## config.mk

```make
export PLATFORM = sky130hd
export DESIGN_NAME = instr_fetch_unit
export DESIGN_NICKNAME = d
export VERILOG_FILES = /design/src/rtl/risc_mem_map_pkg.sv /design/src/rtl/prog_window_check.sv /design/src/rtl/instr_fetch_unit.sv
export SDC_FILE = /design/constraint.sdc
export NUM_CORES = 1
export LEC_CHECK = 0
export BUFFER_PORTS_ARGS = -buffer_cell sky130_fd_sc_hd__buf_4
export CAP_MARGIN = 20
export CORE_MARGIN = 2
export CORE_UTILIZATION = 51
export DETAILED_ROUTE_END_ITERATION = 7
export GPL_ROUTABILITY_DRIVEN = 0
export PLACE_DENSITY_LB_ADDON = 0.05
export SETUP_SLACK_MARGIN = 0.05
export SLEW_MARGIN = 20
export SYNTH_ARGS = -nofsm -noshare
export SYNTH_HDL_FRONTEND = slang
export SYNTH_SLANG_ARGS = --single-unit
```

## constraint.sdc

```tcl
create_clock -name clk -period 3.7 [get_ports clk]
set_clock_uncertainty 0.15 [all_clocks]
set_input_delay 0.37 -clock clk [delete_from_list [all_inputs] [get_ports clk]]
set_output_delay 0.37 -clock clk [all_outputs]
set_load 0.02 [all_outputs]
```

## src/rtl/risc_mem_map_pkg.sv

```systemverilog
// Program memory map shared by the fetch unit and the program-address decoder:
// window bounds, address/word types and the fetch state encoding.
package risc_mem_map_pkg;

    typedef logic [31:0] addr_t;
    typedef logic [31:0] word_t;

    // Program window, inclusive on both ends; PROG_BASE doubles as the reset vector.
    localparam addr_t PROG_BASE  = 32'h0000_0410;
    localparam addr_t PROG_LIMIT = 32'h0000_080F;

    typedef enum logic [2:0] {
        ST_IDLE  = 3'd0,
        ST_REQ   = 3'd1,
        ST_WAIT  = 3'd2,
        ST_HOLD  = 3'd3,
        ST_DRAIN = 3'd4,
        ST_FAULT = 3'd5
    } fetch_state_e;

endpackage

```

## src/rtl/prog_window_check.sv

```systemverilog
// Combinational test of whether an address lies inside the program window.
// Shared between the fetch unit and the decoder side of the address bus.
module prog_window_check
    import risc_mem_map_pkg::*;
#(
    parameter addr_t BASE  = risc_mem_map_pkg::PROG_BASE,
    parameter addr_t LIMIT = risc_mem_map_pkg::PROG_LIMIT
) (
    input  addr_t addr,
    output logic  in_window
);

    // Inclusive bounds on both sides, unsigned compare.
    assign in_window = (addr >= BASE) && (addr <= LIMIT);

endmodule

```

## src/rtl/instr_fetch_unit.sv

```systemverilog
// Instruction fetch unit: owns the PC, issues one program-memory read at a
// time, presents the returned word to decode with a valid/ready handshake,
// accepts branch redirects and raises a sticky fault on an out-of-window PC
// or a memory response timeout.
module instr_fetch_unit #(
    parameter logic [31:0] PROG_BASE  = risc_mem_map_pkg::PROG_BASE,
    parameter logic [31:0] PROG_LIMIT = risc_mem_map_pkg::PROG_LIMIT,
    parameter int unsigned STEP       = 1,
    parameter int unsigned TIMEOUT    = 15,
    parameter int          TO_W       = 4
) (
    input  logic        clk,
    input  logic        rst_n,
    output logic [31:0] ADDR_Prog,
    output logic        fetch_req,
    input  logic [31:0] inst_rdata,
    input  logic        inst_rvalid,
    output logic [31:0] inst_out,
    output logic [31:0] inst_pc,
    output logic        inst_valid,
    input  logic        inst_ready,
    input  logic        redirect,
    input  logic [31:0] redirect_addr,
    output logic        fault
);

    import risc_mem_map_pkg::*;

    fetch_state_e    state;
    fetch_state_e    state_nxt;
    addr_t           pc;
    addr_t           pc_nxt;
    logic [TO_W-1:0] cnt;
    logic [TO_W-1:0] cnt_nxt;
    logic [TO_W-1:0] cnt_inc;
    logic            timeout_hit;
    word_t           out_nxt;
    addr_t           ipc_nxt;
    logic            valid_nxt;
    logic            fault_nxt;
    logic            req_nxt;
    logic            pc_in_window;
    logic            pc_nxt_in_window;

    // The address bus is the PC register itself, so it is glitch-free.
    assign ADDR_Prog = pc;

    assign cnt_inc     = cnt + {{(TO_W-1){1'b0}}, 1'b1};
    assign timeout_hit = (cnt_inc == TO_W'(TIMEOUT));

    // Current PC decides REQ -> WAIT versus REQ -> FAULT.
    prog_window_check #(
        .BASE  (PROG_BASE),
        .LIMIT (PROG_LIMIT)
    ) u_win_cur (
        .addr      (pc),
        .in_window (pc_in_window)
    );

    // Next PC decides whether the strobe goes out on entry to REQ, which keeps
    // fetch_req a registered output aligned with the REQ cycle.
    prog_window_check #(
        .BASE  (PROG_BASE),
        .LIMIT (PROG_LIMIT)
    ) u_win_nxt (
        .addr      (pc_nxt),
        .in_window (pc_nxt_in_window)
    );

    // Next-state and next-output decode; redirect overrides every state.
    always_comb begin
        state_nxt = state;
        pc_nxt    = pc;
        cnt_nxt   = cnt;
        out_nxt   = inst_out;
        ipc_nxt   = inst_pc;
        valid_nxt = inst_valid;
        fault_nxt = fault;

        if (redirect) begin
            // A HOLD handshake completing this cycle is simply not repeated;
            // an in-flight WAIT response must be swallowed in DRAIN unless it
            // arrives right now, in which case it is dropped here.
            pc_nxt    = redirect_addr;
            valid_nxt = 1'b0;
            fault_nxt = 1'b0;
            cnt_nxt   = '0;
            state_nxt = (state == ST_WAIT && !inst_rvalid) ? ST_DRAIN : ST_REQ;
        end else begin
            case (state)
                ST_IDLE: begin
                    state_nxt = ST_REQ;
                end
                ST_REQ: begin
                    if (pc_in_window) begin
                        cnt_nxt   = '0;
                        state_nxt = ST_WAIT;
                    end else begin
                        fault_nxt = 1'b1;
                        state_nxt = ST_FAULT;
                    end
                end
                ST_WAIT: begin
                    // A response in the final allowed cycle still counts.
                    if (inst_rvalid) begin
                        out_nxt   = inst_rdata;
                        ipc_nxt   = pc;
                        valid_nxt = 1'b1;
                        pc_nxt    = pc + STEP;
                        state_nxt = ST_HOLD;
                    end else begin
                        cnt_nxt = cnt_inc;
                        if (timeout_hit) begin
                            fault_nxt = 1'b1;
                            state_nxt = ST_FAULT;
                        end
                    end
                end
                ST_HOLD: begin
                    if (inst_ready) begin
                        valid_nxt = 1'b0;
                        state_nxt = ST_REQ;
                    end
                end
                ST_DRAIN: begin
                    // Stale response or its timeout both end the drain quietly.
                    if (inst_rvalid) begin
                        state_nxt = ST_REQ;
                    end else begin
                        cnt_nxt = cnt_inc;
                        if (timeout_hit) begin
                            state_nxt = ST_REQ;
                        end
                    end
                end
                ST_FAULT: begin
                    state_nxt = ST_FAULT;
                end
                default: begin
                    state_nxt = ST_IDLE;
                end
            endcase
        end

        req_nxt = (state_nxt == ST_REQ) && pc_nxt_in_window;
    end

    // State, PC, counter and all outputs registered; reset clears everything.
    always_ff @(posedge clk or negedge rst_n) begin
        if (!rst_n) begin
            state      <= ST_IDLE;
            pc         <= PROG_BASE;
            cnt        <= '0;
            fetch_req  <= 1'b0;
            inst_out   <= '0;
            inst_pc    <= '0;
            inst_valid <= 1'b0;
            fault      <= 1'b0;
        end else begin
            state      <= state_nxt;
            pc         <= pc_nxt;
            cnt        <= cnt_nxt;
            fetch_req  <= req_nxt;
            inst_out   <= out_nxt;
            inst_pc    <= ipc_nxt;
            inst_valid <= valid_nxt;
            fault      <= fault_nxt;
        end
    end

endmodule

```

# == Word level (Yosys, flattened, before mapping) ==
# Index checks and enable logic that the tools add are counted.
# Widths: inputs -> output; s select.
# classes
n_addsub,2
mul,0
div_mod_pow,0
magnitude_cmp,4
eq_ne,14
n_shift,0
n_mux,25
bitwise,1
n_reduce_logical,14
# ops
op,count
$mux 32,3
$ge 32x11->1 const B,2
$le 32x12->1 const B,2
$add 32x1->32 const B,1
$mux 3,8
$ne 3x3->1 const B,6
$pmux 3 s6,1
$mux 4,3
$reduce_and 3->1,3
$reduce_bool 3->1,3
$pmux 4 s2,1
$mux 1,7
$eq 3x1->1 const B,2
$eq 3x2->1 const B,2
$eq 3x3->1 const B,2
$add 4x1->4 const B,1
$eq 4x4->1 const B,1
$logic_and 1x1->1,4
$pmux 1 s2,2
$reduce_and 4->1,1
$logic_not 3->1,1
$ne 3x2->1 const B,1
$reduce_or 2->1,1
$logic_not 1->1,1
$not 1->1,1
# totals
reg_bits,106
latch_bits,0
ramBits,0
romBits,0
output_inout_bits,99
elab_cells,68
memories,0

# == Longest topological paths before layout ==
# Gate-level depths: netlist (run 1).
# logic_depth
depth_word,8
ltp_mapped,10

# == Cells and area by module ==
# Synthesis (run 1) repeated with hierarchy kept, for this count alone.
# unflattened
cells_unflattened,437
hier_area_um2,5011.1
# by_module_without_submodules
mod,instances,cells_per_inst,area_each_um2,seq_area_each_um2
instr_fetch_unit,1,411,4840.9,2655.0
prog_window_check,2,13,85.1,0.0

# == Worst setup path after synthesis (run 1) ==
# No wires, ideal clock.
# synth_timing
path_type,register to register
from,register pc[4] (netlist: ADDR_Prog[4])
to,register fetch_req
t_arrival_ns,2.958
required_time_ns,3.439
setup_slack_ns,0.481
path_stages_with_launch,9
path_cell_list,dfstp_2 -> nand3_4 -> or4_4 -> buf_6 -> o31ai_1 -> a31oi_1 -> or4_1 -> or4b_1 -> a2111oi_2
# synth_between
elab_chain_len,7
elab_cells_between_ends,15
# synth_rtl
item,line,text
from (decl),instr_fetch_unit.sv:31,addr_t pc;
from (signal assigned),instr_fetch_unit.sv:161,pc <= pc_nxt;
$add 32x1->32 *,instr_fetch_unit.sv:109,pc_nxt = pc + STEP;
$mux 32 *,instr_fetch_unit.sv:105,if (inst_rvalid) begin
$mux 32 *,instr_fetch_unit.sv:90,case (state)
$mux 32 *,instr_fetch_unit.sv:80,if (redirect) begin
via pc_nxt[26],instr_fetch_unit.sv:32,addr_t pc_nxt;
$ge 32x11->1 or $le 32x12->1 (tied branches),prog_window_check.sv:14,assign in_window = (addr >= BASE) && (addr <= LIMIT);
$logic_and 1x1->1 *,prog_window_check.sv:14,
$logic_and 1x1->1 *,instr_fetch_unit.sv:145,req_nxt = (state_nxt == ST_REQ) && pc_nxt_in_window;
via req_nxt,instr_fetch_unit.sv:41,logic req_nxt;
to (signal assigned),instr_fetch_unit.sv:163,fetch_req <= req_nxt;
to (decl),instr_fetch_unit.sv:15,"output logic fetch_req,"
# The timed path passes the listed nets; every way through them passes the cells marked *.
# A chain may end at the register's enable or synchronous reset.

# == Final worst setup path (run 1) ==
# layout_timing
from,register pc[10] (netlist: ADDR_Prog[10])
to,register fetch_req
# Same word-level chain as after synthesis.

==> qor.txt, run 1 <==
Clock Pin Slew Worst Setup and Hold Paths - 0.10 ns
Die ar. - 10850 um2
Starting DRT DRC Count - 263
Min Tclk post-route - 3.463 ns
Final HPWL from detailed placement - 9.632 mm
TritonCTS clock tree - yes
Synth Area in Simple Gates - 17.82%
Final hold violation count - 0
Xor and xnor area share after synthesis - 2.909%
Layout cells sized above 1 - 41.16%
Residual DRC count - 0
Syn avg cell area - 10.84 um2
I/O pin count - 168
CP peak stage delay - 0.70 ns
Setup TNS - 0 ns
Fmax - 288.8 MHz
Clock Path Buffers - 2
Placement Rows - 36
Yosys top cell area share - 50.84%
Core area - 9774 um2
# setup viols final - 0
Root Buffer - clkbuf_8
Total GRT Usage - 24.99%
CP Max Fanout - 22
Cell family with most CP delay - simple AND/OR/NAND/NOR gates
Via count of the first global-routing pass - 4123
Initial Util - 52.37%
Post-Syn Nets - 545
Status - completed
CP startpoint kind - register
Compound-Gate Fraction of Synth Area - 10.46%
Pins over their slew limit - 0
Crit. End Element - register
Total gr overflow - 0
Critical path class - reg2reg
Num CTS Buffers - 9
Synth area leader - dfrtp_1
RSZ-0062 raised after global routing - false
Area growth, synth to finish - 30.97%
Post-synth EDFFs - 0
CTS resizes - 0
Crit path cell chain - nand4_1 -> or4_4 -> o31ai_1 -> a31oi_1 -> or4_1 -> or4b_1 -> a2111oi_2
Total number of vias - 4409
Top post-synthesis cells by area - dfrtp_1 (51%), mux2_2 (13%), nand2_1 (3.3%), o21ai_0 (2.7%), or4_1 (2.6%)
Max cap viols - 0
Sequential element share of the synthesized area - 51.87%
Routed WL - 13.38 mm
Commonest register cell after synthesis - dfrtp_1
Adder-cell share of the synthesized area - 0.9778%
YS warnings - 0
Final period util - 93.59%
Htree depth - 3
Async S/R FF share, synth - 100.0%
Diode count - 0
Main combinational cell family by area after synthesis - simple AND/OR/NAND/NOR gates
Largest net degree at the start of global routing - 71
Vias/cell - 5.711
DR WL/cell - 17.34 um
Fillers - 765
Sink Count - 106
FF+latch count, synth - 106
Slowest cell on the critical path - or4_4
Mapped Cells - 472
Iteration count of the initial detailed-routing pass - 5
Hold_ws - 0.05419 ns
Remaining antenna violation count - 0
Peak supply drop - 0.1755 mV
Initial antenna violation count - 0
Hold/Removal Path Class - in2reg
Worst slew pin tran - 0.8556 ns
Cell Area, Synth - 5119 um2
Tot Pwr - 2.326 mW
Post CTS Setup Buffer Count - 0
Synth unique cells - 57
Die Y-Extent - 104.2 um
Leakage power - 3.225 nW
Chip width - 104.2 um
Crit path DAT - 3.58 ns
Port Buffers - 167
First-pass GRT wire length - 21.73 mm
Final #Nets - 707
Pwr/cell area - 346.9 nW/um2
Required @ worst endpoint - 3.82 ns
Critical path buffers and inverters - 0
Area of the multi-input gates - 2312 um2
Clock Latency Late Sink - 0.38 ns
Multiplexer share of the synthesized area - 12.96%
Relative slew slack - 42.96%
FF/Latch Area - 2655 um2
-- path summary, 6_finish.rpt --
kind / from / end / slack (ns) / cells past startpoint
setup reg to reg: ADDR_Prog[10] / fetch_req / 0.24 / 7
min in group asynchronous: rst_n / inst_out[27] / 0.49 / 2
hold reg to reg: inst_pc[4] / inst_pc[4] / 0.34 / 2
max in group asynchronous: rst_n / ADDR_Prog[4] / 2.07 / 3
hold / removal: redirect_addr[0] / ADDR_Prog[0] / 0.05 / 3
setup / recovery: ADDR_Prog[10] / fetch_req / 0.24 / 7
-- tightest hold or removal path, stage by stage --
cell,delay [ns]
buf_4,0.07
nand2_1,0.04
o21ai_0,0.06
-- where the power goes --
part | leakage (nW) | internal, mW | switching [mW]
clock | 0.0990 | 0.312 | 0.407
combinational | 1.73 | 0.152 | 0.180
sequential | 1.39 | 1.20 | 0.0756
-- cell type report --
cell class	count	share of cell area (%)
clock buffers	9	1.848
clock inverters	7	1.045
inverters	12	0.6719
multi-input cells	328	34.49
flip-flops and latches	106	39.60
well taps	133	2.482
repair buffers	177	19.86
-- cell usage after synthesis, drive strengths merged (3+ instances only) --
| library cell | instances |
|---|---|
| dfrtp | 104 |
| mux2 | 58 |
| nand2 | 45 |
| nor2 | 33 |
| o21ai | 28 |
| or4 | 19 |
| clkbuf | 17 |
| nand3 | 14 |
| a31oi | 13 |
| xnor2 | 13 |
| inv | 12 |
| nor4 | 12 |
| o31ai | 12 |
| buf | 9 |
| a21oi | 8 |
| nand4 | 8 |
| nor3 | 8 |
| and3 | 4 |
| ha | 4 |
| xor2 | 4 |
| a21boi | 3 |
| and2 | 3 |
| nand2b | 3 |
| o2111ai | 3 |
-- metal layers --
metal	global-route usage, %	wire length, um	vias to the layer above
met5	0	0	-
met2	39.71	6372	198
met3	3.571	891	19
li1	-	-	2064
met4	8.012	224	0
met1	35.57	5895	2128
-- kinds of logic (layout without fill, tap and decap cells) --
| family | count (synthesis) | after routing |
|---|---|---|
| fa+ha+maj | 4 | 4 |
| mux | 59 | 59 |
| xor+xnor | 17 | 17 |
| compound gates | 81 | 81 |
| simple gates | 167 | 167 |
| buf+inv | 38 | 205 |
| flops | 106 | 106 |
-- metrics by stage --
stage	setup slack [ns]	util, %	std cells	cell area (um2)
2_1_floorplan	0.4809	-	472	5119
3_3_place_gp	0.4072	66.50	755	6500
3_5_place_dp	0.3298	66.50	755	6500
4_1_cts	0.2658	68.59	772	6704
5_1_grt	0.06306	68.59	772	6704
6_report	0.2373	68.59	772	6704
-- state kept, by name (all words and copies together), names as in the netlist --
name,cells
fault,1
inst_valid,1
state,3
cnt,4
ADDR_Prog,32
inst_out,32
inst_pc,32
fetch_req,1
-- layout by cell type, fill, tap and decap left out, drive strengths merged, types with 4 or more instances in the layout --
cell type	count
nand2	45
nand4	8
xor2	4
ha	4
or4	19
nor2	33
dfrtp	104
a21oi	8
o31ai	12
clkbuf	9
inv	12
nor4	12
o21ai	28
a31oi	13
nand3	14
xnor2	13
and3	4
nor3	8
buf	176
mux2	58
clkinv	5
-- what timing repair did --
item                       in CTS  in global routing
setup endpoints to repair       0                  0
hold buffers                    1                  0
hold endpoints to repair       62                  0
No activity file was read; power rests on OpenSTA's default activity.
==> inputs of run 2 (changes only) <==
- ABC_CLOCK_PERIOD_IN_PS: unset -> 3700
- CORE_ASPECT_RATIO: unset -> 0.9
- CORE_UTILIZATION: 51 -> 45
==> run 2 against run 1 <==
First-iteration DRC count grew 1.9%; die area increased by 13%; critical path depth up 1; utilization is 6.0 points lower; cell area rose by 2.2%; critical endpoint unchanged.
==> qor.txt, run 2 (synthesis results as in run 1) <==
Status - completed
CP startpoint kind - register
Crit. End Element - register
Placed cells - 774
DP Area - 6529 um2
Final period util - 92.54%
Pins over their slew limit - 0
Die Y-Extent - 105.2 um
Die ar. - 12250 um2
Htree depth - 3
Layout cells sized above 1 - 41.16%
Chip width - 116.4 um
# setup viols final - 0
Most frequent cells in the layout - buf_4 (176), dfrtp_1 (104), mux2_2 (58)
Clock Path Buffers - 2
TritonCTS clock tree - yes
Final HPWL from detailed placement - 9.896 mm
Pwr/cell area - 380.5 nW/um2
Setup TNS - 0 ns
Final #Nets - 707
Root Buffer - clkbuf_16
Commonest non-fill, non-tap cell in the layout - buf_4
Residual DRC count - 0
Crit path DAT - 3.52 ns
First-pass GRT wire length - 21.59 mm
CP Max Fanout - 8
Clock Latency Late Sink - 0.36 ns
Iteration count of the initial detailed-routing pass - 5
Reg2reg end - fetch_req
Relative slew slack - 38.69%
RR Startpoint - ADDR_Prog[0]
Vias/cell - 5.513
Worst slew pin tran - 0.9197 ns
Routed WL - 13.58 mm
Crit path from - ADDR_Prog[0]
Largest net degree at the start of global routing - 71
Placement Rows - 36
Max cap viols - 0
Worst reg-to-reg setup slack - 0.28 ns
Critical path class - reg2reg
Fin area - 6849 um2
Diode count - 0
Required @ worst endpoint - 3.80 ns
Hold/Removal Path Class - in2reg
Total number of vias - 4361
Core area - 10950 um2
Worst R2R Path Depth - 8
Total gr overflow - 0
DR WL/cell - 17.17 um
Area of the multi-input gates - 2317 um2
Clock Pin Slew Worst Setup and Hold Paths - 0.07 ns
Remaining antenna violation count - 0
Area growth, synth to finish - 33.81%
I/O pin count - 168
Tot Pwr - 2.606 mW
Setup crit end - fetch_req
RSZ-0062 raised after global routing - false
Fillers - 918
Port Buffers - 167
Num CTS Buffers - 9
Final hold violation count - 0
CTS resizes - 0
FF/Latch Area - 2655 um2
Leakage power - 3.286 nW
Fmax - 292.1 MHz
Initial Util - 46.76%
Min Tclk post-route - 3.424 ns
Peak supply drop - 0.4059 mV
Hold_ws - 0.08458 ns
Total GRT Usage - 22.80%
Via count of the first global-routing pass - 4099
Starting DRT DRC Count - 268
Sink Count - 106
Initial antenna violation count - 0
Non-filler cells, final - 791
## run 2: cell count changes in the layout (fill, tap and decap cells not counted)
cell,previous run,this run
nand2_4,0,1
inv_8,0,1
clkinv_2,3,1
clkbuf_8,9,1
clkbuf_16,0,9
nand2_2,1,0
inv_6,0,2
clkinv_4,2,0
## run 2: metal layers
layer,share of wire (%),track usage (%),up-vias
met5,0,0,-
met4,1.7,8.163,0
met3,7.7,6.903,19
met2,45,31.94,169
met1,46,33.25,2110
li1,-,-,2063
## run 2: worst max-delay path, cell delays in order (launching register included)
cell       delay, ns
dfrtp_1         0.51
ha_1            0.27
inv_1           0.05
or4_1           0.68
o31ai_1         0.26
a31oi_1         0.15
or4_1           0.50
or4b_1          0.51
a2111oi_2       0.23
## run 2: power by group
group | switching [mW] | internal (mW) | total [mW]
clock network | 0.445 | 0.552 | 0.997
registers | 0.0757 | 1.20 | 1.28
logic | 0.182 | 0.152 | 0.334
## run 2: worst min-delay path by stage
stage / to / depth (start not counted) / start
4_1_cts: ADDR_Prog[2] / 3 / redirect_addr[2]
3_3_place_gp: inst_pc[0] / 2 / inst_pc[0]
6_report: ADDR_Prog[1] / 3 / redirect_addr[1]
3_5_place_dp: inst_pc[22] / 2 / inst_pc[22]
2_1_floorplan: ADDR_Prog[0] / 0 / rst_n
5_1_grt: inst_out[24] / 2 / inst_rdata[24]
## run 2: cell type report
| type | instances | share of cell area [%] |
|---|---|---|
| multi-input combinational | 328 | 33.83 |
| clock inverter | 6 | 1.041 |
| timing repair buffer | 177 | 19.44 |
| clock buffer | 10 | 3.489 |
| sequential | 106 | 38.77 |
| inverter | 12 | 0.6577 |
| tap | 152 | 2.777 |
## run 2: per-stage QoR
step | setup WS, ns | util [%]
2_1_floorplan | 0.4809 | -
3_3_place_gp | 0.4060 | 59.65
3_5_place_dp | 0.3217 | 59.65
4_1_cts | 0.3002 | 62.57
5_1_grt | 0.1428 | 62.57
6_report | 0.2761 | 62.57
## run 2: timing repair
item                       in CTS  in global routing
hold endpoints to repair       54                  0
buffers inserted                0                  0
hold buffers                    1                  0
setup endpoints to repair       0                  0
==> inputs of run 3 (changes only) <==
- MAX_ROUTING_LAYER: unset -> met4
- TNS_END_PERCENT: unset -> 1
==> run 3 against run 2 <==
Utilization is the same; die area unchanged; non-clock buffer count unchanged; highest routed layer unchanged.
==> qor.txt, run 3 (synthesis results as in run 1) <==
Status - completed
Crit. End Element - register
Total number of vias - 4361
Htree depth - 3
Worst Hold End - ADDR_Prog[1]
DP Area - 6529 um2
Setup TNS - 0 ns
First-pass GRT wire length - 21.51 mm
Final #Nets - 707
Area growth, synth to finish - 33.81%
DR WL/cell - 17.12 um
Fillers - 918
Total gr overflow - 0
Critical path class - reg2reg
Routed WL - 13.55 mm
RSZ-0062 raised after global routing - false
Max cap viols - 0
TritonCTS clock tree - yes
Root Buffer - clkbuf_16
Placement Rows - 36
Num CTS Buffers - 9
Initial antenna violation count - 0
Non-filler cells, final - 791
Most used cell, CP - or4_1
Iteration count of the initial detailed-routing pass - 5
Commonest non-fill, non-tap cell in the layout - buf_4
Placed cells - 774
Gate power share - 12.8%
Tot Pwr - 2.608 mW
Vias/cell - 5.513
Starting DRT DRC Count - 269
Area of the multi-input gates - 2317 um2
Required @ worst endpoint - 3.80 ns
# setup viols final - 0
Die Y-Extent - 105.2 um
Pins over their slew limit - 0
Sequential power share - 48.9%
Residual DRC count - 0
Cell internal pwr - 1.904 mW
Final HPWL from detailed placement - 9.896 mm
Core area - 10950 um2
Clock Path Buffers - 2
Clock Pin Slew Worst Setup and Hold Paths - 0.07 ns
Initial Util - 46.76%
Fmax - 290.7 MHz
CP Max Fanout - 8
Remaining antenna violation count - 0
Via count of the first global-routing pass - 4115
Hold/Removal Path Class - in2reg
CTS resizes - 0
Min Tclk post-route - 3.441 ns
CP peak stage delay - 0.68 ns
Crit path cell chain - ha_1 -> inv_1 -> or4_1 -> o31ai_1 -> a31oi_1 -> or4_1 -> or4b_1 -> a2111oi_2
Largest net degree at the start of global routing - 71
Hold_ws - 0.08399 ns
Final period util - 92.99%
I/O pin count - 168
RR Startpoint - ADDR_Prog[0]
Hold Path Origin - redirect_addr[1]
Peak supply drop - 0.4061 mV
Clock share of power - 38.3%
Layout cells sized above 1 - 41.16%
FF/Latch Area - 2655 um2
Switching Fraction - 27.00%
Fin util - 62.57%
DP Worst Slack - 0.3217 ns
Pwr/cell area - 380.8 nW/um2
Diode count - 0
Slowest cell on the critical path - or4_1
Clock Latency Late Sink - 0.36 ns
Hold path depth - 3
Worst R2R Path Depth - 8
Port Buffers - 167
CP startpoint kind - register
Reg2reg end - fetch_req
Worst slew pin tran - 0.9091 ns
Worst reg-to-reg setup slack - 0.26 ns
Most frequent cells in the layout - buf_4 (176), dfrtp_1 (104), mux2_2 (58)
Fin area - 6849 um2
Total GRT Usage - 23.39%
Chip width - 116.4 um
Final hold violation count - 0
Leakage power - 3.286 nW
Relative slew slack - 39.40%
Final worst slack - 0.2594 ns
Net Sw Power - 0.7042 mW
Sink Count - 106
Crit path DAT - 3.54 ns
Die ar. - 12250 um2
-- run 3: per-layer routing --
layer | vias up | GRT usage (%) | wire length (um) | share of wire [%]
met1 | 2125 | 33.43 | 6250 | 46
li1 | 2060 | - | - | -
met5 | - | - | 0 | 0
met4 | 0 | 8.163 | 221 | 1.6
met2 | 158 | 31.94 | 6077 | 45
met3 | 18 | 6.381 | 997 | 7.4
-- run 3: repair_timing --
item,in CTS,in global routing
hold endpoints to repair,54,0
setup buffers,0,0
endpoints found under the setup margin,0,0
hold buffers,1,0
-- run 3: worst max-delay path, delay by kind of cell (launching register included) --
| family | cells | cell delay (ns) |
|---|---|---|
| AND/OR/NAND/NOR | 3 | 1.69 |
| adder cells (fa/ha/maj) | 1 | 0.27 |
| flip-flops | 1 | 0.51 |
| buffers and inverters | 1 | 0.05 |
| AO/OA/AOI/OAI | 3 | 0.65 |
-- run 3: worst max path at each step --
stage                     cells after the start          from  slack, ns         to
after floorplan                               8  ADDR_Prog[4]       0.48  fetch_req
after global placement                        7      state[2]       0.41  fetch_req
after detailed placement                      7      state[2]       0.32  fetch_req
after CTS                                     7      state[2]       0.30  fetch_req
after global routing                          8  ADDR_Prog[0]       0.14  fetch_req
final                                         8  ADDR_Prog[0]       0.26  fetch_req
-- run 3: final cells by class --
class | count | area share [%]
multi-input cells | 328 | 33.83
clock inverters | 6 | 1.041
flip-flops and latches | 106 | 38.77
repair buffers | 177 | 19.44
clock buffers | 10 | 3.489
inverters | 12 | 0.6577
well taps | 152 | 2.777
-- run 3: power by group through the flow --
stage | registers (mW) | clock network (mW) | logic [mW]
2_1_floorplan | 1.32 | 0 | 0.105
3_3_place_gp | 1.29 | 0 | 0.332
3_5_place_dp | 1.30 | 0 | 0.335
4_1_cts | 1.27 | 1.02 | 0.337
5_1_grt | 1.28 | 1.08 | 0.365
6_report | 1.28 | 0.999 | 0.334
